`config.mk`:
```
export PLATFORM = sky130hd
export DESIGN_NAME = modbus_rsp_parser
export DESIGN_NICKNAME = d
export VERILOG_FILES = /design/src/rtl/modbus_rsp_parser.sv
export SDC_FILE = /design/constraint.sdc
export NUM_CORES = 1
export LEC_CHECK = 0
export BUFFER_PORTS_ARGS = -buffer_cell sky130_fd_sc_hd__buf_2
export CAP_MARGIN = 20
export CORE_UTILIZATION = 59
export DETAILED_ROUTE_END_ITERATION = 12
export MAX_ROUTING_LAYER = met4
export PLACE_DENSITY = 0.81
export SLEW_MARGIN = 30
export SYNTH_ARGS = -nofsm -noshare
export SYNTH_HDL_FRONTEND = slang
export SYNTH_SLANG_ARGS = --single-unit
```
`constraint.sdc`:
```
create_clock -name clk -period 4.4 [get_ports clk]
set_input_delay 0.88 -clock clk [delete_from_list [all_inputs] [get_ports clk]]
set_output_delay 0.88 -clock clk [all_outputs]
set_load 0.05 [all_outputs]
```
`src/rtl/modbus_rsp_parser.sv`:
```
// Modbus RTU response parser for function 03 (Read Holding Registers).
// Takes bytes from a UART receiver, delimits frames by bus silence, strobes
// each register word as it arrives, checks CRC-16/MODBUS, and on a good
// frame runs a commit sweep so downstream demuxes latch their staged words.
//
// Handshake: rx_valid is a one-cycle qualifier for rx_byte (there is no
// backpressure; every pulse is either consumed or deliberately ignored).
// rx_error in the same cycle as rx_valid wins: the byte is not consumed.
// data_strb, frame_ok and frame_err are one-cycle pulses; crc_validate is a
// level held for exactly nregs cycles. adr/n_data/data_in hold between
// strobes.
module modbus_rsp_parser #(
    parameter int         MAX_REGS   = 10,
    parameter logic [7:0] FUNC_CODE  = 8'h03,
    parameter int         T35_CYCLES = 15200
) (
    input  logic        clk,
    input  logic        reset_n,
    input  logic [7:0]  rx_byte,
    input  logic        rx_valid,
    input  logic        rx_error,
    output logic [7:0]  adr,
    output logic [7:0]  n_data,
    output logic [15:0] data_in,
    output logic        data_strb,
    output logic        crc_validate,
    output logic        frame_ok,
    output logic        frame_err,
    output logic        busy,
    output logic [3:0]  dbg_state
);

    typedef enum logic [3:0] {
        S_IDLE    = 4'd0,
        S_FUNC    = 4'd1,
        S_BCNT    = 4'd2,
        S_DATA_HI = 4'd3,
        S_DATA_LO = 4'd4,
        S_CRC_LO  = 4'd5,
        S_CRC_HI  = 4'd6,
        S_COMMIT  = 4'd7,
        S_DISCARD = 4'd8
    } state_t;

    // Largest byte count field accepted (two bytes per register).
    localparam logic [7:0] MAX_BC = 8'(2 * MAX_REGS);

    // Gap counter width: must hold T35_CYCLES itself as the saturation value.
    localparam int            GW  = $clog2(T35_CYCLES + 1);
    localparam logic [GW-1:0] T35 = GW'(T35_CYCLES);

    state_t        state;
    logic [GW-1:0] gap_cnt;
    logic          bus_idle;
    logic [15:0]   crc_q;
    logic [15:0]   crc_next;
    logic [7:0]    hi_byte;
    logic [6:0]    nregs;
    logic [7:0]    idx;
    logic          bcnt_ok;

    // CRC-16/MODBUS: reflected poly 0xA001, one full byte per call.
    function automatic logic [15:0] crc16_update(input logic [15:0] crc,
                                                 input logic [7:0]  b);
        logic [15:0] c;
        c = crc ^ {8'h00, b};
        for (int i = 0; i < 8; i++) begin
            c = c[0] ? ((c >> 1) ^ 16'hA001) : (c >> 1);
        end
        return c;
    endfunction

    assign bus_idle  = (gap_cnt == T35);
    assign busy      = (state != S_IDLE);
    assign dbg_state = state;

    // Running CRC including the byte on the bus this cycle, and the
    // byte-count legality test (even, nonzero, within MAX_REGS).
    always_comb begin
        crc_next = crc16_update(crc_q, rx_byte);
        bcnt_ok  = (rx_byte != 8'h00) && !rx_byte[0] && (rx_byte <= MAX_BC);
    end

    // Silence timer: any line activity restarts it, otherwise it counts up
    // and parks at T35 so bus_idle stays asserted through long idle periods.
    always_ff @(posedge clk or negedge reset_n) begin
        if (!reset_n) begin
            gap_cnt <= '0;
        end else if (rx_valid || rx_error) begin
            gap_cnt <= '0;
        end else if (gap_cnt != T35) begin
            gap_cnt <= gap_cnt + GW'(1);
        end
    end

    // Frame state machine with all outputs registered.
    always_ff @(posedge clk or negedge reset_n) begin
        if (!reset_n) begin
            state        <= S_IDLE;
            crc_q        <= 16'hFFFF;
            adr          <= 8'h00;
            n_data       <= 8'h00;
            data_in      <= 16'h0000;
            data_strb    <= 1'b0;
            crc_validate <= 1'b0;
            frame_ok     <= 1'b0;
            frame_err    <= 1'b0;
            hi_byte      <= 8'h00;
            nregs        <= 7'd0;
            idx          <= 8'h00;
        end else begin
            data_strb <= 1'b0;
            frame_ok  <= 1'b0;
            frame_err <= 1'b0;

            case (state)
                S_IDLE: begin
                    // A frame may only start after a full T3.5 silence;
                    // a byte arriving earlier is the tail of something we
                    // did not see the start of.
                    if (rx_valid && !rx_error) begin
                        if (bus_idle) begin
                            adr   <= rx_byte;
                            crc_q <= crc16_update(16'hFFFF, rx_byte);
                            state <= S_FUNC;
                        end else begin
                            frame_err <= 1'b1;
                            state     <= S_DISCARD;
                        end
                    end
                end

                S_COMMIT: begin
                    // Sweep n_data 1..nregs with crc_validate high; line
                    // activity is ignored until the sweep is done.
                    if (n_data == {1'b0, nregs}) begin
                        crc_validate <= 1'b0;
                        frame_ok     <= 1'b1;
                        state        <= S_IDLE;
                    end else begin
                        n_data <= n_data + 8'd1;
                    end
                end

                S_DISCARD: begin
                    if (bus_idle) begin
                        state <= S_IDLE;
                    end
                end

                default: begin
                    // In-frame states: line errors and inter-byte timeouts
                    // take precedence over byte consumption.
                    if (rx_error) begin
                        frame_err <= 1'b1;
                        state     <= S_DISCARD;
                    end else if (bus_idle) begin
                        frame_err <= 1'b1;
                        state     <= S_IDLE;
                    end else if (rx_valid) begin
                        crc_q <= crc_next;
                        case (state)
                            S_FUNC: begin
                                if (rx_byte == FUNC_CODE) begin
                                    state <= S_BCNT;
                                end else begin
                                    frame_err <= 1'b1;
                                    state     <= S_DISCARD;
                                end
                            end
                            S_BCNT: begin
                                if (bcnt_ok) begin
                                    nregs <= rx_byte[7:1];
                                    idx   <= 8'd1;
                                    state <= S_DATA_HI;
                                end else begin
                                    frame_err <= 1'b1;
                                    state     <= S_DISCARD;
                                end
                            end
                            S_DATA_HI: begin
                                hi_byte <= rx_byte;
                                state   <= S_DATA_LO;
                            end
                            S_DATA_LO: begin
                                // Words go out before the CRC is known;
                                // downstream stages them until crc_validate.
                                data_in   <= {hi_byte, rx_byte};
                                n_data    <= idx;
                                data_strb <= 1'b1;
                                if (idx == {1'b0, nregs}) begin
                                    state <= S_CRC_LO;
                                end else begin
                                    idx   <= idx + 8'd1;
                                    state <= S_DATA_HI;
                                end
                            end
                            S_CRC_LO: begin
                                state <= S_CRC_HI;
                            end
                            S_CRC_HI: begin
                                // CRC over data plus its own CRC bytes
                                // leaves zero residue on a good frame.
                                if (crc_next == 16'h0000) begin
                                    crc_validate <= 1'b1;
                                    n_data       <= 8'd1;
                                    state        <= S_COMMIT;
                                end else begin
                                    frame_err <= 1'b1;
                                    state     <= S_DISCARD;
                                end
                            end
                            default: begin
                                state <= S_IDLE;
                            end
                        endcase
                    end
                end
            endcase
        end
    end

endmodule
```
After elaboration in Yosys (flattened, before gate mapping)
Cells that the tools add are included.
- $add $sub $neg: 3
- magnitude comparators: 1
- equal/unequal tests: 25
- muxes and demuxes: 71
- bitwise logic cells: 23
- reduce and logical (&&, ||, !) cells: 30
- operators by type and width (kind ; count):
    two-way mux 16 bit ; 21
    two-way mux 8 bit ; 7
    inverter 2 -> 3 bit ; 16
    case mux 8 bit (2 select lines) ; 3
    two-way mux 4 bit ; 10
    case mux 16 bit (2 select lines) ; 1
    two-way mux 14 bit ; 2
    case mux 4 bit (6 select lines) ; 1
    two-way mux 1 bit ; 21
    AND reduction 7 bit ; 3
    adder 8 x 1 -> 8 bit, second input constant ; 2
    == test 4 x 3 -> 1 bit, second input constant ; 4
    == test 8 x 7 -> 1 bit ; 2
    logical NOT 16 bit ; 1
    inverter 8 -> 16 bit ; 1
    XOR 16 x 8 -> 16 bit ; 1
    adder 14 x 1 -> 14 bit, second input constant ; 1
    == test 14 bit, second input constant ; 1
    != test 14 bit, second input constant ; 1
    != test 2 bit, second input constant ; 7
    case mux 4 bit (3 select lines) ; 1
    AND reduction 6 bit ; 2
    nonzero test 2 bit ; 6
    AND reduction 5 bit ; 2
    other kinds (23) ; 36
- flip-flop bits (word level): 93
- input port bits: 12
- output and inout port bits: 41
- word-level logic and storage cells: 166

Depth between registers and ports, before layout
- depth in word-level cells: 24
- depth in mapped cells: 11
- depth with buffers taken out: 11

Least setup slack after synthesis
No wires, ideal clock.
- kind: in2reg
- start point: in rx_byte[1]
- end point: reg n_data[0]
- setup time: 0.125 ns
- data arrival time: 3.864 ns
- required time: 4.275 ns
- path slack: 0.411 ns
- stages: 11
- path buffers: 0
- cell sequence: xnor2_1 > xnor2_1 > xor3_1 > xnor2_1 > ha_1 > or4b_1 > nor4_1 > nand4_1 > o31ai_4 > nand2_1 > mux2_2
- longest elaborated chain between the ends: 14
- elaborated cells between the ends (all ways): 18
- classes of those cells: 1 x eq/ne; 8 x mux; 7 x bitwise; 2 x reduce/logical
- RTL lines (item ; line ; text):
    start, declared ; 19 ; input logic [7:0] rx_byte,
    XOR 16 x 8 -> 16 bit (*) ; 66 ; c = crc ^ {8'h00, b};
    inverter 2 -> 3 bit (no line) ; - ;
    two-way mux 16 bit (*) (7 in series) ; 68 ; c = c[0] ? ((c >> 1) ^ 16'hA001) : (c >> 1);
    inverter 2 -> 3 bit (no line) or two-way mux 16 bit (tied branches) ; - ;
    two-way mux 16 bit (*) ; 68 ;
    logical NOT 16 bit (*) ; 204 ; if (crc_next == 16'h0000) begin
    != test 3 x 2 -> 1 bit (no line) (*) ; - ;
    AND reduction 7 bit (no line) (*) ; - ;
    end signal, assigned ; 141 ; n_data <= n_data + 8'd1;
    end signal, assigned ; 189 ; n_data <= idx;
    end, declared ; 23 ; output logic [7:0] n_data,
Every way passes the cells marked *; elsewhere a longest branch is shown, timed or not.
A chain may end at the register's enable or synchronous reset.

Worst setup path in the final report
- start point: in rx_byte[0]
- end point: reg n_data[2]
- longest elaborated chain between the ends: 13
- elaborated cells between the ends (all ways): 18
- classes of those cells: 1 x eq/ne; 8 x mux; 7 x bitwise; 2 x reduce/logical
- RTL lines (item ; line):
    XOR 16 x 8 -> 16 bit (*) ; 66
    two-way mux 16 bit (*) (2 in series) ; 68
    inverter 2 -> 3 bit (no line) or two-way mux 16 bit (tied branches) ; -
    two-way mux 16 bit (*) (6 in series) ; 68
    logical NOT 16 bit (*) ; 204
    != test 3 x 2 -> 1 bit (no line) (*) ; -
    AND reduction 7 bit (no line) (*) ; -
Marks and branches as above.

==> flow_summary.json <==
{
  "criticalPathCategory": "input pin to flop",
  "coreArea_mm2": 0.00826,
  "num_vias": 4094,
  "synth_cell_type_count": 58,
  "totalWireLength_um": 11700,
  "cp-end-kind": "flop",
  "num_rows": 33,
  "grtUsageTotal": 0.285,
  "ant_nets": 0,
  "clk_path_buf_depth": 2,
  "drt_pre_antenna_iters": 5,
  "initial_core_util": 0.612,
  "layout_common_cells": "77 x dfrtp_1, 75 x nand2_1, 59 x o21ai_0, 51 x buf_2, 49 x nor2_1",
  "finalSetupTns_ps": 0,
  "ctsHtreeMaxLevel": 3,
  "synth_edf_count": 0,
  "fill_cells": 663,
  "setup_viol": 0,
  "synth_fa_ha_area_frac": 0.0396,
  "drv_slew": 0,
  "maxCapViolations": 0,
  "max_freq_mhz": 253,
  "hold_buffers": 0,
  "timing.hold.ws_ps": 488,
  "layout_min_cycle_time_ps": 3950,
  "dp_cells": 677,
  "worstMarginPinSlew_ps": 805,
  "grt_pass1_vias": 3830,
  "die_w_um": 94.6,
  "met1_usage": 0.385,
  "drive_above_1_share": 0.187,
  "post_cts_resized": 0,
  "grt_max_degree": 74,
  "gr-total-overflow": 0,
  "synth_cells": 534,
  "synth_top_family_by_area": "simple AND/OR/NAND/NOR gates",
  "antenna_found_initial": 0,
  "critPathRequiredTime_ps": 4660,
  "rsz0062_at_grt": "false",
  "post_cts_buffers": 0,
  "yosys_warnings": 0,
  "cp.arrival_ps": 4210,
  "outcome": "complete, no violations",
  "final_common_cell": "dfrtp_1",
  "cts_num_sinks": 93,
  "finalHoldViolCount": 0,
  "io_buffer_count": 52,
  "die_height_um": 94.6,
  "drt_iter0_markers": 360,
  "p_leak_nw": 2.71,
  "drc_errors": 0,
  "synth-simple-area-share": 0.186,
  "cts_tree": "yes",
  "synth_compound_area_frac": 0.143,
  "crit_fanout": 8,
  "p_per_area_mw_per_mm2": 455,
  "grt_pass1_wl_um": 19000,
  "fin_worst_skew_ps": 18.2,
  "synth-seq-area-share": 0.464,
  "clkTransAtPathRegs_ps": 110,
  "fin_nets": 611,
  "stdcell_count": 693,
  "synth_area_mm2": 0.00506,
  "start_kind": "input pin",
  "syn_nets": 562,
  "avgSynthCellArea_um2": 9.47,
  "via_per_inst": 5.91,
  "hpwl_um": 8190,
  "finalCritPeriodShare": 0.897,
  "insertion_delay_ps": 380,
  "dieArea_mm2": 0.00894,
  "cts_root_buf": "clkbuf_8",
  "ys_ff_latch": 93,
  "areaGrowthSynthToFinish_pct": 11.3,
  "multiInputGateArea_mm2": 0.00255,
  "globalRoute.busiestLayer": "met2",
  "synthMuxAreaShare": 0.0302,
  "final_core_util": 0.682,
  "globalplace.congestion": 0.950,
  "regArea_mm2": 0.00235,
  "met2_usage": 0.443,
  "synth-main-ff-cell": "dfrtp_1",
  "route.detailed.wl_per_inst_um": 16.8,
  "hp-class": "flop to flop",
  "use_met3": 0.0499,
  "synthXorXnorAreaFrac": 0.106,
  "ios": 53,
  "synthArstFlopShare": 1.00,
  "antenna_cells": 0,
  "numCtsBuffers": 9,
  "slew_headroom": 0.462,
  "ir_drop_v": 0.000495
}
-- metal layers --
| layer | share of wire | routed length [um] |
|---|---|---|
| met1 | 0.45 | 5280 |
| met4 | 0.012 | 141 |
| met5 | 0 | 0 |
| met2 | 0.48 | 5600 |
| met3 | 0.054 | 633 |
-- final timing paths --
check                                       start                     end  slack, ps  cells past startpoint
max in group asynchronous                 reset_n    crc_q[6]$_DFFE_PN1P_       3070                      2
min in group asynchronous                 reset_n   n_data[5]$_DFFE_PN0P_        500                      1
setup reg to reg             crc_q[1]$_DFFE_PN1P_   n_data[2]$_DFFE_PN0P_        590                     12
hold / removal             data_in[2]$_DFFE_PN0P_  data_in[2]$_DFFE_PN0P_        490                      2
hold reg to reg            data_in[2]$_DFFE_PN0P_  data_in[2]$_DFFE_PN0P_        490                      2
setup / recovery                       rx_byte[0]   n_data[2]$_DFFE_PN0P_        450                     13
-- area by class of cell --
class / count / share of cell area
clock buffers: 9 / 0.0220
clock inverters: 7 / 0.0153
inverters: 20 / 0.0133
multi-input cells: 401 / 0.454
flip-flops and latches: 93 / 0.417
well taps: 105 / 0.0233
repair buffers: 58 / 0.0554
-- synth_stat cells, types with 2 or more instances --
library cell   n  area [um^2]
dfrtp_1       77         1930
nand2_1       75          282
o21ai_0       59          295
nor2_1        49          184
xnor2_1       28          245
xor2_1        28          245
inv_1         20         75.1
nand3_1       17         85.1
dfstp_2       16          420
ha_1          16          200
a21oi_1       14         70.1
clkbuf_1      13         48.8
mux2_2        10          113
nor3_1         9         45.0
and3_1         7         43.8
nand4_1        7         43.8
o2bb2ai_1      6         52.6
o31ai_1        6         45.0
buf_2          5         25.0
nand2b_1       5         31.3
nor4_1         5         31.3
o211ai_1       5         37.5
a31oi_1        4         25.0
mux2i_1        4         40.0
nor2b_1        4         25.0
o21ai_1        4         20.0
a22oi_1        3         22.5
or3_1          3         18.8
a21o_1         2         15.0
a32oi_1        2         17.5
buf_1          2         7.51
nand4b_1       2         17.5
nor3b_1        2         15.0
-- registers in the layout, indices dropped and copies added, names as in the netlist --
signal	flops
data_in	16
n_data	8
adr	8
crc_validate	1
frame_err	1
crc_q	16
hi_byte	8
gap_cnt	14
idx	8
dbg_state	4
data_strb	1
nregs	7
frame_ok	1
-- logic make-up (layout without fill, tap and decap cells) --
logic type | after synthesis | after routing
AND/OR/NAND/NOR | 197 | 197
AO/OA/AOI/OAI | 116 | 116
flip-flops | 93 | 93
XOR/XNOR | 58 | 58
buffers and inverters | 40 | 94
adder cells (fa/ha/maj) | 16 | 16
multiplexers | 14 | 14
-- where the power goes --
part / internal (mW) / total, mW / switching (mW)
clock network: 0.229 / 0.588 / 0.359
logic: 0.411 / 0.916 / 0.506
registers: 0.977 / 1.06 / 0.0800
-- worst max-delay path, cell delays in order --
cell       delay (ps)
buf_2             140
xnor2_1           290
xnor2_1           280
xor3_1            550
xnor2_1           240
ha_1              180
or4b_1            420
nor4_1            230
nand4_1           210
o31ai_4           300
buf_4             210
o211ai_1          100
o2bb2ai_1         160
-- through the flow --
stage | cell area [um^2] | setup slack, ps | total power [mW]
5_1_grt | 5630 | 191 | 2.70
6_report | 5630 | 453 | 2.56
4_1_cts | 5620 | 496 | 2.55
2_1_floorplan | 5060 | 411 | 1.77
3_5_place_dp | 5410 | 98.1 | 1.96
3_3_place_gp | 5410 | 297 | 1.93
(Power assumes the default switching activity.)
